===== src/rtl/dcache_param_if.sv =====
// rtl/dcache_param_if.sv - datapath and memory-side signal bundle for dcache_param
interface dcache_param_if;
   logic        dmemREN;
   logic        dmemWEN;
   logic [31:0] dmemaddr;
   logic [31:0] dmemstore;
   logic [31:0] dmemload;
   logic        dhit;
   logic        halt;
   logic        flushed;
   logic        dREN;
   logic        dWEN;
   logic [31:0] daddr;
   logic [31:0] dstore;
   logic [31:0] dload;
   logic        dwait;

   // cache side
   modport slave (
      input  dmemREN, dmemWEN, dmemaddr, dmemstore, halt, dload, dwait,
      output dmemload, dhit, flushed, dREN, dWEN, daddr, dstore
   );

   // datapath plus memory controller side
   modport master (
      output dmemREN, dmemWEN, dmemaddr, dmemstore, halt, dload, dwait,
      input  dmemload, dhit, flushed, dREN, dWEN, daddr, dstore
   );
endinterface


===== src/rtl/dcache_param.sv =====
// rtl/dcache_param.sv - parametrised write-back write-allocate set-associative L1 data cache
module dcache_param #(
   parameter int          SETS     = 8,
   parameter int          WAYS     = 2,
   parameter int          WORDS    = 2,
   parameter logic [31:0] HIT_ADDR = 32'h3100
) (
   input  logic          CLK,
   input  logic          nRST,
   dcache_param_if.slave bus
);
   localparam int OB  = $clog2(WORDS);
   localparam int IB  = $clog2(SETS);
   localparam int TB  = 30 - OB - IB;
   localparam int WIX = (WAYS > 1) ? $clog2(WAYS) : 1;

   typedef enum logic [2:0] {S_IDLE, S_WB, S_ALLOC, S_FLUSH, S_COUNT, S_DONE} state_t;

   // line storage; ages double as the true-LRU order within a set
   logic            valid_q [SETS][WAYS];
   logic            dirty_q [SETS][WAYS];
   logic [TB-1:0]   tag_q   [SETS][WAYS];
   logic [WIX-1:0]  age_q   [SETS][WAYS];
   logic [31:0]     data_q  [SETS][WAYS][WORDS];

   state_t          state_q, state_d;
   logic [OB-1:0]   beat_q, beat_d;
   logic [WIX-1:0]  victim_q, victim_d;
   logic [IB-1:0]   ridx_q, ridx_d;
   logic [TB-1:0]   rtag_q, rtag_d;
   logic [IB-1:0]   fset_q, fset_d;
   logic [WIX-1:0]  fway_q, fway_d;
   logic [31:0]     hits_q, hits_d;
   logic            refill_q, refill_d;

   logic [TB-1:0]   req_tag;
   logic [IB-1:0]   req_idx;
   logic [OB-1:0]   req_off;
   logic            req;
   logic            hit_any;
   logic [WIX-1:0]  hit_way;
   logic            inv_found;
   logic [WIX-1:0]  vict_sel;

   logic            touch_en;
   logic [IB-1:0]   touch_set;
   logic [WIX-1:0]  touch_way;
   logic            wr_hit;
   logic            fill_we;
   logic            fill_done;
   logic            clean_en;
   logic [IB-1:0]   clean_set;
   logic [WIX-1:0]  clean_way;
   logic            line_adv;

   logic            dhit_c, dren_c, dwen_c, flushed_c;
   logic [31:0]     daddr_c, dstore_c;

   assign req_tag = bus.dmemaddr[31 -: TB];
   assign req_idx = bus.dmemaddr[2 + OB +: IB];
   assign req_off = bus.dmemaddr[2 +: OB];
   assign req     = bus.dmemREN | bus.dmemWEN;

   assign bus.dhit     = dhit_c;
   assign bus.dmemload = data_q[req_idx][hit_way][req_off];
   assign bus.flushed  = flushed_c;
   assign bus.dREN     = dren_c;
   assign bus.dWEN     = dwen_c;
   assign bus.daddr    = daddr_c;
   assign bus.dstore   = dstore_c;

   // tag compare across all ways of the addressed set
   always_comb begin
      hit_any = 1'b0;
      hit_way = '0;
      for (int w = 0; w < WAYS; w++) begin
         if (valid_q[req_idx][w] && (tag_q[req_idx][w] == req_tag)) begin
            hit_any = 1'b1;
            hit_way = WIX'(w);
         end
      end
   end

   // victim choice: lowest invalid way first, otherwise the oldest way
   always_comb begin
      inv_found = 1'b0;
      vict_sel  = '0;
      for (int w = WAYS - 1; w >= 0; w--) begin
         if (!valid_q[req_idx][w]) begin
            inv_found = 1'b1;
            vict_sel  = WIX'(w);
         end
      end
      if (!inv_found) begin
         for (int w = 0; w < WAYS; w++) begin
            if (age_q[req_idx][w] == WIX'(WAYS - 1)) vict_sel = WIX'(w);
         end
      end
   end

   // next-state, bus outputs and array update strobes
   always_comb begin
      state_d   = state_q;
      beat_d    = beat_q;
      victim_d  = victim_q;
      ridx_d    = ridx_q;
      rtag_d    = rtag_q;
      fset_d    = fset_q;
      fway_d    = fway_q;
      hits_d    = hits_q;
      refill_d  = refill_q;
      dhit_c    = 1'b0;
      dren_c    = 1'b0;
      dwen_c    = 1'b0;
      flushed_c = 1'b0;
      daddr_c   = '0;
      dstore_c  = '0;
      touch_en  = 1'b0;
      touch_set = req_idx;
      touch_way = hit_way;
      wr_hit    = 1'b0;
      fill_we   = 1'b0;
      fill_done = 1'b0;
      clean_en  = 1'b0;
      clean_set = ridx_q;
      clean_way = victim_q;
      line_adv  = 1'b0;
      case (state_q)
         S_IDLE: begin
            if (bus.halt) begin
               state_d = S_FLUSH;
               fset_d  = '0;
               fway_d  = '0;
               beat_d  = '0;
            end else if (req) begin
               if (hit_any) begin
                  dhit_c   = 1'b1;
                  touch_en = 1'b1;
                  wr_hit   = bus.dmemWEN;
                  refill_d = 1'b0;
                  // the retry after a fill is not a genuine hit
                  if (!refill_q) hits_d = hits_q + 32'd1;
               end else begin
                  victim_d = vict_sel;
                  ridx_d   = req_idx;
                  rtag_d   = req_tag;
                  beat_d   = '0;
                  refill_d = 1'b1;
                  state_d  = (valid_q[req_idx][vict_sel] && dirty_q[req_idx][vict_sel]) ? S_WB : S_ALLOC;
               end
            end
         end
         S_WB: begin
            dwen_c   = 1'b1;
            daddr_c  = {tag_q[ridx_q][victim_q], ridx_q, beat_q, 2'b00};
            dstore_c = data_q[ridx_q][victim_q][beat_q];
            if (!bus.dwait) begin
               if (beat_q == OB'(WORDS - 1)) begin
                  beat_d   = '0;
                  clean_en = 1'b1;
                  state_d  = S_ALLOC;
               end else begin
                  beat_d = beat_q + 1'b1;
               end
            end
         end
         S_ALLOC: begin
            dren_c  = 1'b1;
            daddr_c = {rtag_q, ridx_q, beat_q, 2'b00};
            if (!bus.dwait) begin
               fill_we = 1'b1;
               if (beat_q == OB'(WORDS - 1)) begin
                  fill_done = 1'b1;
                  touch_en  = 1'b1;
                  touch_set = ridx_q;
                  touch_way = victim_q;
                  beat_d    = '0;
                  state_d   = S_IDLE;
               end else begin
                  beat_d = beat_q + 1'b1;
               end
            end
         end
         S_FLUSH: begin
            if (valid_q[fset_q][fway_q] && dirty_q[fset_q][fway_q]) begin
               dwen_c   = 1'b1;
               daddr_c  = {tag_q[fset_q][fway_q], fset_q, beat_q, 2'b00};
               dstore_c = data_q[fset_q][fway_q][beat_q];
               if (!bus.dwait) begin
                  if (beat_q == OB'(WORDS - 1)) begin
                     beat_d    = '0;
                     clean_en  = 1'b1;
                     clean_set = fset_q;
                     clean_way = fway_q;
                     line_adv  = 1'b1;
                  end else begin
                     beat_d = beat_q + 1'b1;
                  end
               end
            end else begin
               line_adv = 1'b1;
            end
            if (line_adv) begin
               if (fway_q == WIX'(WAYS - 1)) begin
                  fway_d = '0;
                  if (fset_q == IB'(SETS - 1)) state_d = S_COUNT;
                  else                         fset_d  = fset_q + 1'b1;
               end else begin
                  fway_d = fway_q + 1'b1;
               end
            end
         end
         S_COUNT: begin
            dwen_c   = 1'b1;
            daddr_c  = HIT_ADDR;
            dstore_c = hits_q;
            if (!bus.dwait) state_d = S_DONE;
         end
         S_DONE: begin
            flushed_c = 1'b1;
         end
         default: state_d = S_IDLE;
      endcase
   end

   // control state registers
   always_ff @(posedge CLK or negedge nRST) begin
      if (!nRST) begin
         state_q  <= S_IDLE;
         beat_q   <= '0;
         victim_q <= '0;
         ridx_q   <= '0;
         rtag_q   <= '0;
         fset_q   <= '0;
         fway_q   <= '0;
         hits_q   <= '0;
         refill_q <= 1'b0;
      end else begin
         state_q  <= state_d;
         beat_q   <= beat_d;
         victim_q <= victim_d;
         ridx_q   <= ridx_d;
         rtag_q   <= rtag_d;
         fset_q   <= fset_d;
         fway_q   <= fway_d;
         hits_q   <= hits_d;
         refill_q <= refill_d;
      end
   end

   // line metadata and LRU ages; a line only turns valid once its fill completes
   always_ff @(posedge CLK or negedge nRST) begin
      if (!nRST) begin
         for (int s = 0; s < SETS; s++) begin
            for (int w = 0; w < WAYS; w++) begin
               valid_q[s][w] <= 1'b0;
               dirty_q[s][w] <= 1'b0;
               tag_q[s][w]   <= '0;
               age_q[s][w]   <= WIX'(w);
            end
         end
      end else begin
         if (wr_hit)   dirty_q[req_idx][hit_way]     <= 1'b1;
         if (clean_en) dirty_q[clean_set][clean_way] <= 1'b0;
         if (fill_done) begin
            valid_q[ridx_q][victim_q] <= 1'b1;
            dirty_q[ridx_q][victim_q] <= 1'b0;
            tag_q[ridx_q][victim_q]   <= rtag_q;
         end
         if (touch_en) begin
            for (int w = 0; w < WAYS; w++) begin
               if (WIX'(w) == touch_way)
                  age_q[touch_set][w] <= '0;
               else if (age_q[touch_set][w] < age_q[touch_set][touch_way])
                  age_q[touch_set][w] <= age_q[touch_set][w] + 1'b1;
            end
         end
      end
   end

   // data words: write hits and fill beats
   always_ff @(posedge CLK) begin
      if (wr_hit)  data_q[req_idx][hit_way][req_off] <= bus.dmemstore;
      if (fill_we) data_q[ridx_q][victim_q][beat_q]  <= bus.dload;
   end
endmodule


===== src/flat_wrapper.sv =====
// flat-port wrapper written by rule: the top's interface ports become plain ports
module dcache_param_flat 
#(
   parameter int          SETS     = 8,
   parameter int          WAYS     = 2,
   parameter int          WORDS    = 2,
   parameter logic [31:0] HIT_ADDR = 32'h3100
)
  (CLK, nRST, bus_dmemREN, bus_dmemWEN, bus_dmemaddr, bus_dmemstore, bus_halt, bus_dload, bus_dwait, bus_dmemload, bus_dhit, bus_flushed, bus_dREN, bus_dWEN, bus_daddr, bus_dstore);
  dcache_param_if bus_i ();
  input  logic CLK;
  input  logic nRST;
  input wire logic [$bits(bus_i.dmemREN)-1:0] bus_dmemREN;
  input wire logic [$bits(bus_i.dmemWEN)-1:0] bus_dmemWEN;
  input wire logic [$bits(bus_i.dmemaddr)-1:0] bus_dmemaddr;
  input wire logic [$bits(bus_i.dmemstore)-1:0] bus_dmemstore;
  input wire logic [$bits(bus_i.halt)-1:0] bus_halt;
  input wire logic [$bits(bus_i.dload)-1:0] bus_dload;
  input wire logic [$bits(bus_i.dwait)-1:0] bus_dwait;
  output wire logic [$bits(bus_i.dmemload)-1:0] bus_dmemload;
  output wire logic [$bits(bus_i.dhit)-1:0] bus_dhit;
  output wire logic [$bits(bus_i.flushed)-1:0] bus_flushed;
  output wire logic [$bits(bus_i.dREN)-1:0] bus_dREN;
  output wire logic [$bits(bus_i.dWEN)-1:0] bus_dWEN;
  output wire logic [$bits(bus_i.daddr)-1:0] bus_daddr;
  output wire logic [$bits(bus_i.dstore)-1:0] bus_dstore;
  assign bus_i.dmemREN = bus_dmemREN;
  assign bus_i.dmemWEN = bus_dmemWEN;
  assign bus_i.dmemaddr = bus_dmemaddr;
  assign bus_i.dmemstore = bus_dmemstore;
  assign bus_i.halt = bus_halt;
  assign bus_i.dload = bus_dload;
  assign bus_i.dwait = bus_dwait;
  assign bus_dmemload = bus_i.dmemload;
  assign bus_dhit = bus_i.dhit;
  assign bus_flushed = bus_i.flushed;
  assign bus_dREN = bus_i.dREN;
  assign bus_dWEN = bus_i.dWEN;
  assign bus_daddr = bus_i.daddr;
  assign bus_dstore = bus_i.dstore;
  dcache_param #(.SETS(SETS), .WAYS(WAYS), .WORDS(WORDS), .HIT_ADDR(HIT_ADDR)) u_core (.CLK(CLK), .nRST(nRST), .bus(bus_i));
endmodule

===== config.mk =====
export PLATFORM = sky130hd
export DESIGN_NAME = dcache_param_flat
export DESIGN_NICKNAME = d
export VERILOG_FILES = /design/src/rtl/dcache_param_if.sv /design/src/rtl/dcache_param.sv /design/src/flat_wrapper.sv
export SDC_FILE = /design/constraint.sdc
export NUM_CORES = 2
export LEC_CHECK = 0
export CAP_MARGIN = 25
export CELL_PAD_IN_SITES_DETAIL_PLACEMENT = 1
export CELL_PAD_IN_SITES_GLOBAL_PLACEMENT = 2
export CORE_MARGIN = 1
export CORE_UTILIZATION = 41
export CTS_CLUSTER_SIZE = 24
export DETAILED_ROUTE_END_ITERATION = 7
export PLACE_DENSITY_LB_ADDON = 0.1
export SYNTH_ARGS = -nofsm -noshare
export SYNTH_HDL_FRONTEND = slang
export SYNTH_SLANG_ARGS = --single-unit

===== constraint.sdc =====
create_clock -name CLK -period 4.4 [get_ports CLK]
set_input_delay 0.88 -clock CLK [delete_from_list [all_inputs] [get_ports CLK]]
set_output_delay 0.88 -clock CLK [all_outputs]
set_load 0.01 [all_outputs]

Word level (Yosys, flattened, before mapping)
Memories as Yosys holds them, arrays and structs flattened. Index checks and enable logic that the tools add are counted.

Output and inout bits: 100. Register bits after elaboration: 535. Bits of input ports: 102. Memory bits (writable): 1024. Memories kept: 1.

Equality and inequality tests: 21. Reductions and logical operators: 26. Add/sub/neg operators: 6. Magnitude comparators: 24. Bitwise gates (word level): 28. Mux-type cells: 191.

Memories: u_core.data_q (words 8, bits a word 128, read ports 3, clocked after memory_dff 0, write ports 1, RTL line dcache_param.sv:24) `logic [31:0] data_q [SETS][WAYS][WORDS];`.

Operator list (count): 64-bit 2-to-1 mux (11); 128-bit 2-to-1 mux (4); 52-bit binary-select mux with 3-bit select (3); 416-bit bitwise mux (1); 32-bit 2-to-1 mux (13); 52-bit 2-to-1 mux (7); 26-bit 2-to-1 mux (7); 52-bit demux with 3-bit select (1); 64-bit demux with 1-bit select (2); 16-bit 2-to-1 mux (8); 32-bit case mux with 4 select lines (1); 128-bit OR reduction (1); 32-bit case mux with 3 select lines (1); 3-bit 2-to-1 mux (23); 1-bit 2-to-1 mux (66); 16-bit bitwise AND (4); 32-bit demux with 1-bit select (2); 16-bit inverter (4); 26-bit == test (2); 2-bit binary-select mux with 3-bit select (6); 2-bit 2-to-1 mux (17); 32-bit by 1-bit adder with 32-bit output (second input constant) (1); 16-bit bitwise mux (2); 16-bit bitwise OR (2); other kinds (34) (107).

Longest topological paths before layout
Depth in word-level cells: 22. Mapped depth: 15. Mapped depth without buffers: 10.

Least setup slack after synthesis
No wires, ideal clock.

Kind: input port to flip-flop. From: input bus_dmemaddr[4]. To: memory u_core.data_q[2][100] (netlist name) (enable). Data arrival time: 4.909 ns. Setup slack: -0.930 ns. Buffers on the path: 3. Setup time: 0.421 ns. Stages on the path: 12. Path through: buf_6 buf_8 nor2b_1 buf_2 a221oi_1 o21ai_0 xor2_1 or4_1 or3_1 or4_4 o32a_4 nor2_1.

Longest elaborated chain between the ends: 15.

Ends and longest elaborated chain: from (decl) (RTL line flat_wrapper.sv:15) `input wire logic [$bits(bus_i.dmemaddr)-1:0] bus_dmemaddr;`; 3-bit inverter with 4-bit output (implied by the code) (RTL line dcache_param.sv:77) `if (valid_q[req_idx][w] && (tag_q[req_idx][w] == req_tag)) begin`; 52-bit binary-select mux with 3-bit select (RTL line dcache_param.sv:77); 52-bit 2-to-1 mux (implied by the code) (2 in series) (RTL line dcache_param.sv:77); 26-bit == test (RTL line dcache_param.sv:77); 1-bit logical AND (RTL line dcache_param.sv:77); 1-bit 2-to-1 mux (2 in series) (RTL line dcache_param.sv:77); 1-bit 2-to-1 mux (RTL line dcache_param.sv:136) `if (hit_any) begin`; 1-bit 2-to-1 mux (RTL line dcache_param.sv:135) `end else if (req) begin`; 1-bit 2-to-1 mux (RTL line dcache_param.sv:130) `if (bus.halt) begin`; 1-bit 2-to-1 mux (RTL line dcache_param.sv:128) `case (state_q)`; 1-bit 2-to-1 mux (RTL line dcache_param.sv:283) `if (wr_hit) data_q[req_idx][hit_way][req_off] <= bus.dmemstore;`; 128-bit 2-to-1 mux (implied by the code) (RTL line dcache_param.sv:283); 128-bit 2-to-1 mux (no line); to (decl) (RTL line dcache_param.sv:24).

Parallel ways exist; a longest one is shown, timed or not. The select of a mux whose other input is x is not followed.

Worst setup path in the final report
From: register u_core.tag_q[215] (netlist name). To: output bus_dmemload[12].

Longest elaborated chain between the ends: 13.

Ends and longest elaborated chain: from (decl) (RTL line dcache_param.sv:22) `logic [TB-1:0] tag_q [SETS][WAYS];`; from (signal, indexed assignment) (RTL line dcache_param.sv:268) `tag_q[ridx_q][victim_q] <= rtag_q;`; 52-bit binary-select mux with 3-bit select (RTL line dcache_param.sv:77); 52-bit 2-to-1 mux (implied by the code) (2 in series) (RTL line dcache_param.sv:77); 26-bit == test (RTL line dcache_param.sv:77); 1-bit logical AND (RTL line dcache_param.sv:77); 1-bit 2-to-1 mux (RTL line dcache_param.sv:77); 1-bit inverter with 2-bit output (implied by the code) (RTL line dcache_param.sv:65) `assign bus.dmemload = data_q[req_idx][hit_way][req_off];`; 64-bit 2-to-1 mux (implied by the code) (3 in series) (RTL line dcache_param.sv:65); 32-bit 2-to-1 mux (implied by the code) (3 in series) (RTL line dcache_param.sv:65); to (decl) (RTL line flat_wrapper.sv:20) `output wire logic [$bits(bus_i.dmemload)-1:0] bus_dmemload;`.

Every way passes these cells. The select of a mux whose other input is x is not followed.

==> run summary <==
worst setup margin: -0.972 ns
Leak: 41.6 nW
CP arrival: 4.49 ns
clock latency on the worst-skew pair: 0.91 ns
Least-Margin Pin Slew: 1.09 ns
synthesized cell area: 86300 um2
Hold Path Class: in -> async
# hold bufs at CTS: 0
CTS root buf: clkbuf_16
status: finished, violations left
Syn Inst Count: 6225
Final min period: 5.37 ns
dpl ws: -1.55 ns
worst r2r src: u_core.tag_q[392]
die area: 212000 um2
CP required: 3.52 ns
final core occ: 0.531
number of CTS-inserted buffers: 179
Setup crit end kind: output pin
cell taking the most area after synthesis: edfxtp_1
Tcrit/Tclk final: 1.22
most numerous cell in the Yosys netlist: edfxtp_1
Final Skew: 0.0531 ns
hold slack: -0.00461 ns
register bit count reported by yosys: 1559
Power, Total: 34.5 mW
CTS tree: yes
initial antenna violation count: 20
Routed Wire Length: 459 mm
Reg clk slew, reported paths: 0.06 ns
RSZ-0062 raised after global routing: true
routed vias/inst: 7.36
Final nets: 7326
register area share after synthesis: 0.512
CP top delay family: multiplexers
Layout Cells excl Fill: 10200
Placer Congestion: 0.956
number of distinct library cells after synthesis: 90
failing checks: negative hold slack, negative setup slack
Crit Path Class: reg -> out
DR vias: 75000
Die Y: 461 um
crit-path max FO: 4
Placeable Area: 209000 um2
YS warnings: 0
post-detailed-route wirelength per cell: 45.0 um
power per standard cell area: 310 nW/um2
Worst VDD drop: 0.372 mV
number of global-route vias before repair: 73800
Yosys top cell area share: 0.356
ys async rst share: 0.343
max frequency: 186 MHz
First-pass DRT Iterations: 8
row cnt: 168
critical path's slowest cell: mux4_2
Max H-tree Level: 4
Worst Setup SP: u_core.tag_q[215]
Port Buffers: 197
Main synth FF type: edfxtp_1
max_slew headroom: 0.275
Max stage delay on crit path: 0.65 ns
Tot GR Track Use: 0.423
synth top area cells: edfxtp_1 (36%), dfrtp_1 (15%), mux4_2 (15%)
total grt overflow: 0
# DRC: 0
Routed Antenna Nets: 0
CTS max path bufs: 3
DR iter-0 viols: 12000
CP startpoint kind: flop
HPWL Detailed: 285 mm
largest net degree at the start of global routing: 94
initial core utilization: 0.412
Max-Cap Viols: 0
Area growth, synth to finish: 29.0%
final setup fails: 83
Max Slew Vio Count: 0
fraction of layout cells with a size suffix above 1: 0.410
I/O pins: 202
Syn Area/Cell: 13.9 um2
Die W: 461 um
number of buffers and inverters on the critical path: 5
Hold Vio Cnt, Final: 3
EDFF count, synth: 1024
placed instance count: 9509
# clock sinks: 1559
first-pass GRT wire length: 620 mm
crit-path cells: mux4_2 > mux2i_4 > buf_4 > xnor2_1 > a2111o_1 > nor4_4 > and4_4 > buf_4 > buf_6 > buf_12 > mux4_2 > buf_6
Synth top cells by count: edfxtp_1 (1024), mux2_2 (609), mux4_2 (572), dfrtp_1 (527), a22oi_1 (503)
==> sequential cells by signal (all words and copies together), names as in the netlist, 3 cells and up <==
register,flops
u_core.age_q,16
u_core.tag_q,416
u_core.rtag_q,26
u_core.state_q,3
u_core.ridx_q,3
u_core.fset_q,3
u_core.data_q,1024
u_core.dirty_q,16
u_core.valid_q,16
u_core.hits_q,32
==> path summary, 6_finish.rpt <==
| kind | end | slack, ns | depth (start not counted) |
|---|---|---|---|
| max | bus_dmemload[12] | -0.97 | 12 |
| min | u_core.tag_q[191] | -0.005 | 1 |
| max reg2reg | u_core.data_q[1][90] | 0.22 | 10 |
| min reg2reg | u_core.valid_q[11] | 0.50 | 1 |
| max in group asynchronous | u_core.ridx_q[2] | 3.04 | 2 |
| min in group CLK | u_core.valid_q[11] | 0.50 | 1 |
==> layout by cell type (no fill, tap or decap), types with 38 or more instances in the layout <==
master / netlist / routed
edfxtp_1: 1024 / 1024
buf_4: 13 / 725
mux2_2: 609 / 609
mux4_2: 572 / 572
dfrtp_1: 527 / 519
a22oi_1: 503 / 499
buf_12: 0 / 277
mux2i_1: 287 / 267
a21oi_1: 222 / 215
a221oi_1: 235 / 207
nand2_1: 219 / 197
clkbuf_16: 0 / 193
nor2_1: 231 / 173
o21ai_0: 194 / 161
buf_6: 5 / 133
nand3_1: 123 / 121
a22o_1: 120 / 120
clkdlybuf4s50_1: 0 / 96
nand4_1: 92 / 92
a221o_1: 71 / 70
buf_16: 0 / 59
nor2_4: 0 / 55
xnor2_1: 57 / 53
buf_8: 2 / 51
o22ai_1: 45 / 45
clkbuf_1: 402 / 44
nor3_1: 48 / 42
buf_2: 49 / 41
clkinv_2: 0 / 38
==> metal layers <==
metal | GRT usage | up-vias | part of all wire
met5 | 0 | - | 0.00026
met4 | 0.290 | 12 | 0.083
met3 | 0.113 | 1644 | 0.12
met2 | 0.630 | 6156 | 0.44
met1 | 0.537 | 39300 | 0.36
li1 | - | 27900 | -
==> cells by family (layout without fill, tap and decap cells) <==
logic type | Yosys count | count (layout) | share of synthesized area
xor+xnor | 67 | 67 | 0.00680
compound gates | 1604 | 1604 | 0.136
mux | 1491 | 1491 | 0.266
buf+inv | 628 | 1770 | 0.0293
fa+ha+maj | 3 | 3 | 0.000435
other cells | 1 | 15 | 0.0000435
flops | 1559 | 1559 | 0.512
simple gates | 872 | 872 | 0.0492
==> layout make-up <==
| type | count | area (um2) |
|---|---|---|
| fill | 20100 | 98100 |
| sequential | 1559 | 44200 |
| multi-input combinational | 4039 | 41000 |
| timing repair buffer | 1411 | 16700 |
| clock buffer | 235 | 4820 |
| tap | 2805 | 3510 |
| clock inverter | 93 | 865 |
| inverter | 31 | 159 |
| antenna | 13 | 32.5 |
==> stage by stage <==
step / setup TNS [ns] / hold slack, ns / cell area [um2]
global placement: -889.31 / 0.482 / 99200
floorplan: -123.70 / 0.446 / 86500
global route: -42.01 / 0.0512 / 111000
detailed placement: -931.63 / 0.484 / 99200
CTS: -41.67 / 0.109 / 109000
finish: -37.75 / -0.00461 / 111000
==> where the power goes <==
| part | total [mW] | internal [mW] | switching, mW |
|---|---|---|---|
| clock network | 15.0 | 8.28 | 6.70 |
| registers | 15.7 | 15.7 | 0.0727 |
| logic | 3.80 | 1.36 | 2.44 |
==> repair_timing <==
item,in CTS,in global routing
endpoints found under the setup margin,565,100
gates resized for setup,772,254
pin swaps,80,84
endpoints found under the hold margin,0,0
buffers inserted,207,125
gates cloned,39,13
Note: power is estimated with default switching activity, not from simulation.
